$ cat config.mk
export PLATFORM = sky130hd
export DESIGN_NAME = id_ex_pipe_stage
export DESIGN_NICKNAME = d
export VERILOG_FILES = /design/src/rtl/mips_pkg.sv /design/src/rtl/load_use_hazard.sv /design/src/rtl/id_ex_pipe_stage.sv
export SDC_FILE = /design/constraint.sdc
export NUM_CORES = 1
export LEC_CHECK = 0
export CORE_MARGIN = 2
export CORE_UTILIZATION = 44
export DETAILED_ROUTE_END_ITERATION = 16
export GPL_TIMING_DRIVEN = 0
export MAX_ROUTING_LAYER = met4
export PLACE_DENSITY = 0.86
export REMOVE_ABC_BUFFERS = 1
export SETUP_SLACK_MARGIN = 0.5
export SLEW_MARGIN = 20
export SYNTH_ARGS = -nofsm -noshare
export SYNTH_HDL_FRONTEND = slang
export SYNTH_SLANG_ARGS = --single-unit
$ cat constraint.sdc
create_clock -name clk -period 12.25 [get_ports clk]
set_input_delay 2.45 -clock clk [delete_from_list [all_inputs] [get_ports clk]]
set_output_delay 2.45 -clock clk [all_outputs]
set_load 0.02 [all_outputs]
$ cat src/rtl/mips_pkg.sv
// Shared MIPS datapath definitions: opcodes, ALUOp encodings and the
// layout of the decode control word handed from ID to EX.
package mips_pkg;

  // Control word width and field positions
  localparam int CTRL_W        = 12;
  localparam int CTRL_REGDST   = 11;
  localparam int CTRL_ALUSRC   = 10;
  localparam int CTRL_MEMTOREG = 9;
  localparam int CTRL_REGWRITE = 8;
  localparam int CTRL_MEMREAD  = 7;
  localparam int CTRL_MEMWRITE = 6;
  localparam int CTRL_BRANCH   = 5;
  localparam int CTRL_JUMP     = 4;
  localparam int CTRL_SIGNZERO = 3;
  localparam int CTRL_ALUOP_HI = 2;
  localparam int CTRL_ALUOP_LO = 1;

  // Opcodes understood by the decode unit
  localparam logic [5:0] OP_RTYPE = 6'h00;
  localparam logic [5:0] OP_LW    = 6'h23;
  localparam logic [5:0] OP_SW    = 6'h2B;
  localparam logic [5:0] OP_BNE   = 6'h05;
  localparam logic [5:0] OP_XORI  = 6'h0E;
  localparam logic [5:0] OP_J     = 6'h02;

  // ALUOp encodings
  localparam logic [1:0] ALUOP_ADD  = 2'b00;
  localparam logic [1:0] ALUOP_SUB  = 2'b01;
  localparam logic [1:0] ALUOP_FUNC = 2'b10;
  localparam logic [1:0] ALUOP_XOR  = 2'b11;

  // An instruction consumes its rt register as a source when it is an
  // R-type (RegDst), a store (MemWrite) or a compare-branch (Branch).
  function automatic logic ctrl_reads_rt(input logic [CTRL_W-1:0] ctrl);
    return ctrl[CTRL_REGDST] | ctrl[CTRL_MEMWRITE] | ctrl[CTRL_BRANCH];
  endfunction

endpackage

$ cat src/rtl/load_use_hazard.sv
// Load-use hazard detector: flags an ID instruction that needs a register
// the load currently in EX has not yet fetched from memory.
module load_use_hazard
  import mips_pkg::*;
#(
  parameter int REG_AW = 5
) (
  input  logic              ex_valid,
  input  logic              ex_mem_read,
  input  logic [REG_AW-1:0] ex_rt,
  input  logic              id_valid,
  input  logic              id_rt_used,
  input  logic [REG_AW-1:0] id_rs,
  input  logic [REG_AW-1:0] id_rt,
  output logic              haz
);

  // Compare the load destination with the ID sources; $zero never stalls
  always_comb begin
    haz = 1'b0;
    if (ex_valid && ex_mem_read && id_valid && (ex_rt != {REG_AW{1'b0}})) begin
      haz = (ex_rt == id_rs) | ((ex_rt == id_rt) & id_rt_used);
    end else begin
      haz = 1'b0;
    end
  end

endmodule

$ cat src/rtl/id_ex_pipe_stage.sv
// ID->EX pipeline register. Captures the decoded control word, operands
// and register indices, inserts a single bubble on a load-use hazard,
// honours branch flush and downstream hold, and counts hazard bubbles.
module id_ex_pipe_stage
  import mips_pkg::*;
#(
  parameter int DATA_W = 32,
  parameter int REG_AW = 5,
  parameter int CNT_W  = 16
) (
  input  logic              clk,
  input  logic              reset,
  input  logic              id_valid,
  input  logic [CTRL_W-1:0] id_ctrl,
  input  logic [REG_AW-1:0] id_rs,
  input  logic [REG_AW-1:0] id_rt,
  input  logic [REG_AW-1:0] id_rd,
  input  logic [DATA_W-1:0] id_rd1,
  input  logic [DATA_W-1:0] id_rd2,
  input  logic [DATA_W-1:0] id_imm,
  input  logic [DATA_W-1:0] id_pc4,
  input  logic              flush,
  input  logic              ex_hold,
  output logic              id_hold,
  output logic              ex_valid,
  output logic [CTRL_W-1:0] ex_ctrl,
  output logic [REG_AW-1:0] ex_rs,
  output logic [REG_AW-1:0] ex_rt,
  output logic [REG_AW-1:0] ex_rd,
  output logic [DATA_W-1:0] ex_rd1,
  output logic [DATA_W-1:0] ex_rd2,
  output logic [DATA_W-1:0] ex_imm,
  output logic [DATA_W-1:0] ex_pc4,
  output logic [CNT_W-1:0]  bubble_cnt
);

  localparam logic [CNT_W-1:0]  CNT_MAX  = {CNT_W{1'b1}};
  localparam logic [CNT_W-1:0]  CNT_ONE  = {{(CNT_W-1){1'b0}}, 1'b1};
  localparam logic [CTRL_W-1:0] CTRL_NOP = {CTRL_W{1'b0}};

  logic haz;
  logic id_rt_used;
  logic take_bubble;
  logic count_bubble;

  assign id_rt_used = ctrl_reads_rt(id_ctrl);

  load_use_hazard #(
    .REG_AW (REG_AW)
  ) u_load_use_hazard (
    .ex_valid    (ex_valid),
    .ex_mem_read (ex_ctrl[CTRL_MEMREAD]),
    .ex_rt       (ex_rt),
    .id_valid    (id_valid),
    .id_rt_used  (id_rt_used),
    .id_rs       (id_rs),
    .id_rt       (id_rt),
    .haz         (haz)
  );

  // Stall request to PC/IF-ID: a flush already kills the ID instruction,
  // so a hazard alongside it must not freeze the front end
  always_comb begin
    id_hold = 1'b0;
    if (reset) begin
      id_hold = 1'b0;
    end else begin
      id_hold = ex_hold | (haz & ~flush);
    end
  end

  // Decide what the next edge loads: hold beats flush beats hazard
  always_comb begin
    take_bubble  = 1'b0;
    count_bubble = 1'b0;
    if (ex_hold) begin
      take_bubble  = 1'b0;
      count_bubble = 1'b0;
    end else if (flush) begin
      take_bubble  = 1'b1;
      count_bubble = 1'b0;
    end else if (haz) begin
      take_bubble  = 1'b1;
      count_bubble = 1'b1;
    end else begin
      take_bubble  = 1'b0;
      count_bubble = 1'b0;
    end
  end

  // Pipeline register; a bubble zeroes valid and the whole control word
  always_ff @(posedge clk or posedge reset) begin
    if (reset) begin
      ex_valid <= 1'b0;
      ex_ctrl  <= CTRL_NOP;
      ex_rs    <= {REG_AW{1'b0}};
      ex_rt    <= {REG_AW{1'b0}};
      ex_rd    <= {REG_AW{1'b0}};
      ex_rd1   <= {DATA_W{1'b0}};
      ex_rd2   <= {DATA_W{1'b0}};
      ex_imm   <= {DATA_W{1'b0}};
      ex_pc4   <= {DATA_W{1'b0}};
    end else if (!ex_hold) begin
      ex_rs  <= id_rs;
      ex_rt  <= id_rt;
      ex_rd  <= id_rd;
      ex_rd1 <= id_rd1;
      ex_rd2 <= id_rd2;
      ex_imm <= id_imm;
      ex_pc4 <= id_pc4;
      if (take_bubble) begin
        ex_valid <= 1'b0;
        ex_ctrl  <= CTRL_NOP;
      end else begin
        ex_valid <= id_valid;
        ex_ctrl  <= id_valid ? id_ctrl : CTRL_NOP;
      end
    end
  end

  // Saturating count of hazard bubbles (flush bubbles are not counted)
  always_ff @(posedge clk or posedge reset) begin
    if (reset) begin
      bubble_cnt <= {CNT_W{1'b0}};
    end else if (count_bubble && (bubble_cnt != CNT_MAX)) begin
      bubble_cnt <= bubble_cnt + CNT_ONE;
    end
  end

endmodule

Yosys cells after proc, flatten, opt, wreduce, memory -nomap -nowiden --
Index checks and enable logic that the tools add are counted.
Word-level totals: output and inout bits 173, bits in writable memories 0, bits in latches 0, memories 0, input bits 160, word-level logic and storage cells 36, memory bits (read-only) 0, register bits 172
Cells by class: eq/ne operators 3, reductions and logical operators 5, divide/modulo/power cells 0, bitwise logic cells 7, order comparisons 0, multiply operators 0, shifts and indexed selects 0, $add $sub $neg 1, muxes and demuxes 10
Operators with widths (number):
- 12-bit two-way mux | 2
- 16-bit by 1-bit adder with 16-bit output, second input constant | 1
- 16-bit != test, second input constant | 1
- 5-bit equality test | 2
- 1-bit two-way mux | 8
- 5-bit nonzero test | 1
- 1-bit logical AND | 4
- 1-bit bitwise OR | 4
- 1-bit AND | 2
- 1-bit NOT | 1

Logic depth before layout (Yosys ltp) --
Gate-level depths: netlist of run 1.
depth after elaboration 9, mapped depth 7

Hierarchy --
Synthesis of run 1 repeated with hierarchy kept, for this count alone.
Unflattened totals: cell total of the unflattened synthesis 426, area, all modules 6681.4 µm²
By module, submodules not included:
- id_ex_pipe_stage | area each 6551.3 µm², cells each 409, times used 1
- load_use_hazard | area each 130.1 µm², cells each 17, times used 1

Worst setup path before layout of run 1 --
No wires, ideal clock.
path type input to output, start point in reset, end point out id_hold, path slack 3.310 ns, data required time 9.800 ns, stages 2, data arrival time 6.490 ns, cell sequence inv_1 -> o21a_1
On the way: cells in the longest elaborated chain, start to end 1
Ends and longest elaborated chain:
- start: declaration | RTL line id_ex_pipe_stage.sv:12 | input logic reset,
- 1-bit two-way mux | RTL line id_ex_pipe_stage.sv:65 | if (reset) begin
- end: declaration | RTL line id_ex_pipe_stage.sv:24 | output logic id_hold,
Every way passes these cells.

Worst setup path after layout of run 1 --
start point in id_ctrl[11], end point out id_hold
On the way: cells in the longest elaborated chain, start to end 8
Ends and longest elaborated chain:
- start: declaration | RTL line id_ex_pipe_stage.sv:14 | input logic [CTRL_W-1:0] id_ctrl,
- 1-bit bitwise OR (2 in a row) | RTL line mips_pkg.sv:36 | return ctrl[CTRL_REGDST] | ctrl[CTRL_MEMWRITE] | ctrl[CTRL_BRANCH];
- 1-bit AND | RTL line load_use_hazard.sv:22 | haz = (ex_rt == id_rs) | ((ex_rt == id_rt) & id_rt_used);
- 1-bit bitwise OR | RTL line load_use_hazard.sv:22
- 1-bit two-way mux | RTL line load_use_hazard.sv:21 | if (ex_valid && ex_mem_read && id_valid && (ex_rt != {REG_AW{1'b0}})) begin
- 1-bit AND | RTL line id_ex_pipe_stage.sv:68 | id_hold = ex_hold | (haz & ~flush);
- 1-bit bitwise OR | RTL line id_ex_pipe_stage.sv:68
- 1-bit two-way mux | RTL line id_ex_pipe_stage.sv:65
Every way passes these cells.

==> results of run 1 <==
-- power by group --
part	leakage (nW)	internal, mW	switching [mW]	total, mW
combinational	2.18	0.176	0.141	0.317
clock	0.296	0.333	0.225	0.558
sequential	2.07	0.618	0.0299	0.648
total	4.55	1.13	0.395	1.52
-- sequential cells by signal, summed over array words and instances, names as in the netlist --
name        flops
ex_imm         32
ex_pc4         32
ex_rd1         32
ex_rd2         32
bubble_cnt     16
ex_ctrl        12
ex_rd           5
ex_rs           5
ex_rt           5
ex_valid        1
-- Yosys cell counts, types with 2 or more instances --
library cell | instances | share of area
a22o_1 | 12 | 0.015
buf_1 | 3 | 0.0017
o21a_1 | 2 | 0.0022
clkbuf_1 | 15 | 0.0083
mux2_1 | 2 | 0.0033
nor3_1 | 6 | 0.0044
nand2_1 | 6 | 0.0033
mux2_2 | 144 | 0.24
nor4_2 | 10 | 0.018
nand3_1 | 6 | 0.0044
nand4_1 | 4 | 0.0037
nand2b_1 | 3 | 0.0028
nor4_1 | 3 | 0.0028
buf_4 | 3 | 0.0033
xor2_1 | 23 | 0.030
dfrtp_1 | 172 | 0.63
and4_1 | 2 | 0.0026
and3_1 | 3 | 0.0028
nor2_1 | 3 | 0.0017
buf_2 | 2 | 0.0015
-- final cells by class --
type	count	area (µm²)
fill	987	4208
clock buffer	19	452.9
inverter	1	11.26
clock inverter	13	166.4
multi-input combinational	238	2382
timing repair buffer	334	3383
antenna	1	2.502
tap	188	235.2
sequential	172	4304
-- how the worst max path moves through the flow --
stage	endpoint	cells after the start
floorplan	id_hold	2
global placement	id_hold	4
detailed placement	id_hold	7
CTS	id_hold	7
global route	id_hold	7
finish	id_hold	7
-- cells in the final DEF, fill, tap and decap left out, types with 3 or more instances in the layout --
| cell | instances |
|---|---|
| nand2b_1 | 3 |
| nand2_1 | 6 |
| clkinv_4 | 4 |
| nand3_1 | 6 |
| clkbuf_16 | 17 |
| nand4_1 | 4 |
| clkinvlp_4 | 3 |
| a22o_1 | 12 |
| clkdlybuf4s50_1 | 331 |
| nor2_1 | 3 |
| nor4_1 | 3 |
| bufinv_16 | 3 |
| dfrtp_1 | 172 |
| and3_1 | 3 |
| nor4_2 | 10 |
| xor2_1 | 23 |
| nor3_1 | 6 |
| mux2_2 | 144 |
-- layer usage --
layer  vias up  wire length, µm
met3        40             1187
li1       2220                -
met4         0              524
met2       222            10010
met5         -                0
met1      2494             7050
-- cell families (layout without fill, tap and decap cells) --
kind of cell,Yosys count,in the layout
multiplexers,146,146
buffers and inverters,25,367
other,0,1
adder cells (fa/ha/maj),1,1
AND/OR/NAND/NOR,50,50
flip-flops,172,172
AO/OA/AOI/OAI,18,18
XOR/XNOR,23,23
==> key figures, run 1 <==
Outcome
  • Outcome: completed

Worst setup path
  • Critical Path AT: ~5 ns
  • Internal reg-to-reg setup slack: a little under 10 ns
  • WP buf/inv: 2
  • Worst r2r src: ex_rt[3]$_DFFE_PP0N_
  • WS Path Type: primary input to output pin
  • Max incr delay on CP: 0.78 ns
  • Slowest library cell on the worst path: a22oi_2
  • Setup crit start kind: primary input
  • Critical Path, Cell by Cell: clkdlybuf4s50_1, nor3_1, nor4_2, a22oi_2, nor3_1, o21a_1, clkdlybuf4s50_1
  • Register-to-Register Path Depth: 5
  • Crit end category: output pin
  • Crit-path max FO: 17
  • Reg-to-Reg End: ex_ctrl[2]$_DFFE_PP0N_
  • Crit path required time: roughly 9.8 ns
  • Critical path's top delay family: compound AO/OA/AOI/OAI gates
  • Crit path launch: id_ctrl[11]

Timing
  • Fin crit period: approximately 7.5 ns
  • Tightest hold margin: a little over 0.5 ns
  • RSZ-0062 raised after global routing: false
  • Slew Limit Fails: 0
  • Max Fclk: about 0.13 GHz
  • Final setup viols: 0
  • Clk_skew: 0.006196 ns
  • Final Hold Fails: 0
  • Relative slew slack: 0.3831
  • Final WS setup: about 4.8 ns
  • Slew @ Worst Pin: 0.9254 ns
  • Final period utilization: 0.6090
  • Setup TNS: 0 ns

Route
  • DRT Pass-1 Iters: 4
  • Vias: approximately 5000
  • Vias per cell: approximately 5
  • Final ANT Viol Nets: 0
  • Sum of routed wire length over all layers: ~19 mm
  • Drt drc: 0
  • Initial DRC count: 238
  • DR WL/cell: roughly 20 µm

Logic synthesis
  • Netlist cell types: 31
  • Post-synthesis simple-gate area fraction: 0.05261
  • Number of synthesized flops with an enable pin: 0
  • Adder-cell share of the synthesized area: 0.001840
  • Synth Area per Inst: roughly 16 µm²
  • Compound-cell area share of the yosys netlist: 0.02447
  • Synth async-reset ratio: 1.000
  • Register area share after synthesis: 0.6328
  • Synth Instances: around 440
  • Largest family of logic cells by synthesized area: multiplexers
  • Xor and xnor area share after synthesis: 0.02962
  • Main synth FF type: dfrtp_1
  • Proportion of synthesized area in mux cells: 0.2417
  • Post-synthesis cell area: 6802 µm²
  • Yosys Warn Count: 0
  • #FFs+latches synth: 172

Global route
  • GRT Total Usage: 0.2361
  • GR peak layer: met2
  • Met1 Use GR: 0.2643
  • Largest net degree at the start of global routing: 112
  • Total grt overflow: 0
  • Met2 usage: 0.4005
  • First-pass GRT wire length: about 28 mm
  • Antenna violations before repair: 1
  • Met3 usage: 0.06778
  • Vias in the first global route: between 5000 and 6000

Run
  • Max cap viols: 0

Floorplan
  • Initial Util: 0.4491
  • I/O Pins: ~330
  • Die Wd: around 130 µm
  • Die Ht: between 100 and 150 µm
  • Die ar.: between 15000 and 20000 µm²
  • Core ar.: 15150 µm²
  • Row Count: 45

Clocking
  • H-tree levels: 4
  • Clock root buffer: clkbuf_16
  • CTS tree: built
  • Clk_lat worst skew: roughly 0.42 ns
  • Cts bufs inserted: 17
  • Clock Sinks: about 170
  • Post-CTS Setup Inserts: 0
  • Gates resized, CTS repair: 0
  • Clock slew at reported path FFs: ~0.06 ns
  • Post-CTS Hold Fix Bufs: 0
  • Longest Clk Path Bufs: 2

Final layout
  • Nets@finish: slightly above 900
  • P&R area growth vs syn: 60.82%
  • Final Core Density: 0.7222
  • Finished Layout Cells: approximately 970
  • Ratio of cells with drive above 1 in the final layout: 0.2484
  • Final Cell Area: around 11000 µm²

Power and ir drop
  • Leakage: 4.551 nW
  • Peak supply drop: 0.08669 mV
  • Power Total: about 1.5 mW
  • Cell area power density: around 140 nW/µm²

Hold path
  • Hold Path Origin: ex_pc4[10]$_DFFE_PP0N_
  • WHS Endpoint: ex_pc4[10]$_DFFE_PP0N_
  • Worst min path class: flip-flop to flip-flop
  • Worst hold path depth: 1

Placed design
  • DP Worst Slack: 4.773 ns
  • Post-DP Area: 10320 µm²
  • GP Congestion: roughly 0.89
  • Dpl hpwl: 14.00 mm
  • Placed instance count: 933
  • Port Buffers: ~330
Power figures use the tool's default switching activity.
==> run 2: changes to the inputs <==
--- a/config.mk
+++ b/config.mk
@@ -6,11 +6,11 @@
 export NUM_CORES = 1
 export LEC_CHECK = 0
 export CORE_MARGIN = 2
-export CORE_UTILIZATION = 44
+export CORE_UTILIZATION = 41
 export DETAILED_ROUTE_END_ITERATION = 16
 export GPL_TIMING_DRIVEN = 0
 export MAX_ROUTING_LAYER = met4
-export PLACE_DENSITY = 0.86
+export PLACE_DENSITY = 0.81
 export REMOVE_ABC_BUFFERS = 1
 export SETUP_SLACK_MARGIN = 0.5
 export SLEW_MARGIN = 20
==> constraint.sdc (replaced) <==
create_clock -name clk -period 7.2 [get_ports clk]
set_input_delay 1.44 -clock clk [delete_from_list [all_inputs] [get_ports clk]]
set_output_delay 1.44 -clock clk [all_outputs]
set_load 0.02 [all_outputs]
==> key figures, run 2 (synthesized netlist as in run 1, its figures left out) <==
Outcome
  • Outcome: completed

Global route
  • Largest net degree at the start of global routing: roughly 100
  • Total grt overflow: 0
  • Antenna violations before repair: 0
  • First-pass GRT wire length: ~30 mm
  • GRT Total Usage: 0.2247
  • Vias in the first global route: around 5600

Route
  • DRT Pass-1 Iters: 4
  • Vias per cell: between 4 and 5
  • Initial DRC count: between 150 and 200
  • Drt drc: 0
  • DR WL/cell: 18.63 µm
  • Final ANT Viol Nets: 0
  • Vias: between 4000 and 5000
  • Sum of routed wire length over all layers: approximately 19 mm

Floorplan
  • Die ar.: about 18000 µm²
  • Die Ht: 132.8 µm
  • I/O Pins: between 300 and 400
  • Row Count: 47
  • Initial Util: 0.4146
  • Die Wd: about 130 µm
  • Core ar.: 16410 µm²

Clocking
  • Clock slew at reported path FFs: 0.06 ns
  • Clock root buffer: clkbuf_16
  • CTS tree: built
  • Gates resized, CTS repair: 0
  • Clock Sinks: around 170
  • Clk_lat worst skew: a little over 0.4 ns
  • Cts bufs inserted: 17
  • Longest Clk Path Bufs: 2
  • Post-CTS Setup Inserts: 0
  • H-tree levels: 4
  • Post-CTS Hold Fix Bufs: 0

Timing
  • Slew Limit Fails: 0
  • Clk_skew: slightly above 0.007 ns
  • Setup TNS: 0 ns
  • Final period utilization: 0.7488
  • Relative slew slack: 0.3525
  • Final setup viols: 0
  • RSZ-0062 raised after global routing: false
  • Max Fclk: ~0.19 GHz
  • Final WS setup: around 1.8 ns
  • Fin crit period: 5.391 ns
  • Final Hold Fails: 0
  • Slew @ Worst Pin: 0.9713 ns

Worst setup path
  • WP buf/inv: 2
  • Crit-path max FO: 17
  • Max incr delay on CP: approximately 0.80 ns
  • Slowest library cell on the worst path: a22oi_2
  • Critical path's top delay family: compound AO/OA/AOI/OAI gates
  • Setup crit start kind: primary input
  • Crit path required time: 5.76 ns
  • Critical Path, Cell by Cell: clkdlybuf4s50_1, nor3_1, nor4_2, a22oi_2, nor3_1, o21a_1, clkdlybuf4s50_1
  • Critical Path AT: 3.95 ns
  • Crit end category: output pin
  • WS Path Type: primary input to output pin

Final layout
  • Final Core Density: 0.6667
  • N_diodes: 0
  • Ratio of cells with drive above 1 in the final layout: 0.2458
  • Final Cell Area: ~11000 µm²
  • Most common cell after layout, fill and taps aside: clkdlybuf4s50_1
  • P&R area growth vs syn: 60.83%
  • Nets@finish: approximately 900
  • Commonest non-fill, non-tap cells in the layout: clkdlybuf4s50_1 (331), dfrtp_1 (172), mux2_2 (144), xor2_1 (23), clkbuf_16 (17)

Placed design
  • GP Congestion: 0.8163
  • DP Worst Slack: 1.836 ns
  • Post-DP Area: between 10000 and 15000 µm²
  • Port Buffers: approximately 330
  • Dpl hpwl: roughly 14 mm

Power and ir drop
  • Cell area power density: 232.8 nW/µm²
  • Peak supply drop: between 0.1 and 0.15 mV
  • Power Total: around 2.5 mW
  • Leakage: about 4.5 nW

Run
  • Max cap viols: 0

Hold path
  • Worst min path class: flip-flop to flip-flop
==> run 2: area by class of cell <==
cell class	instances	area (µm²)
clock buffers	20	446.7
clock inverters	12	136.4
fillers	1167	5468
inverters	1	11.26
multi-input cells	238	2382
flip-flops and latches	172	4304
well taps	220	275.3
repair buffers	334	3383
==> run 2: power by group <==
group	total [mW]	internal (mW)	switching [mW]	leakage (nW)
logic	0.538	0.299	0.239	2.18
registers	1.10	1.05	0.0509	2.07
clock network	0.905	0.524	0.381	0.278
==> run 2: path summary, 6_finish.rpt <==
| kind | start | end | slack (ns) | cells past startpoint |
|---|---|---|---|---|
| max in group asynchronous | reset | ex_rd2[28]$_DFFE_PP0N_ | 4.85 | 3 |
| hold / removal | bubble_cnt[13]$_DFFE_PP0P_ | bubble_cnt[13]$_DFFE_PP0P_ | 0.50 | 1 |
| hold reg to reg | bubble_cnt[13]$_DFFE_PP0P_ | bubble_cnt[13]$_DFFE_PP0P_ | 0.50 | 1 |
| min in group asynchronous | reset | ex_imm[4]$_DFFE_PP0N_ | 1.56 | 2 |
| setup reg to reg | ex_rt[3]$_DFFE_PP0N_ | ex_ctrl[3]$_DFFE_PP0N_ | 4.78 | 5 |
| setup / recovery | id_ctrl[11] | id_hold | 1.81 | 7 |
==> run 2: per-stage QoR <==
| step | hold WS (ns) | cells |
|---|---|---|
| 2_1_floorplan | 0.5957 | 411 |
| 3_3_place_gp | 0.4871 | 963 |
| 3_5_place_dp | 0.4921 | 965 |
| 4_1_cts | 0.5064 | 997 |
| 5_1_grt | 0.5188 | 997 |
| 6_report | 0.5039 | 997 |
==> run 2: layer usage <==
metal	vias to the layer above	track usage	wire length [µm]
met5	-	-	0
met4	0	0.08483	486
met3	37	0.08506	1430
met2	204	0.3817	9832
met1	2425	0.2382	6829
li1	2216	-	-
==> run 3: changes to the inputs <==
==> constraint.sdc (replaced) <==
create_clock -name clk -period 5.6 [get_ports clk]
set_input_delay 1.12 -clock clk [delete_from_list [all_inputs] [get_ports clk]]
set_output_delay 1.12 -clock clk [all_outputs]
set_load 0.02 [all_outputs]
==> results of run 3 <==
The final DEF is identical to that of run 2. Status: completed.
Among the figures that moved: setup slack after placement 1.836 ns -> 0.8755 ns; setup slack after layout 1.809 ns -> 0.8488 ns; register-to-register setup slack 4.78 ns -> 3.18 ns; total power 2.546 mW -> 3.274 mW; worst IR drop on VDD 0.1434 mV -> 0.1843 mV
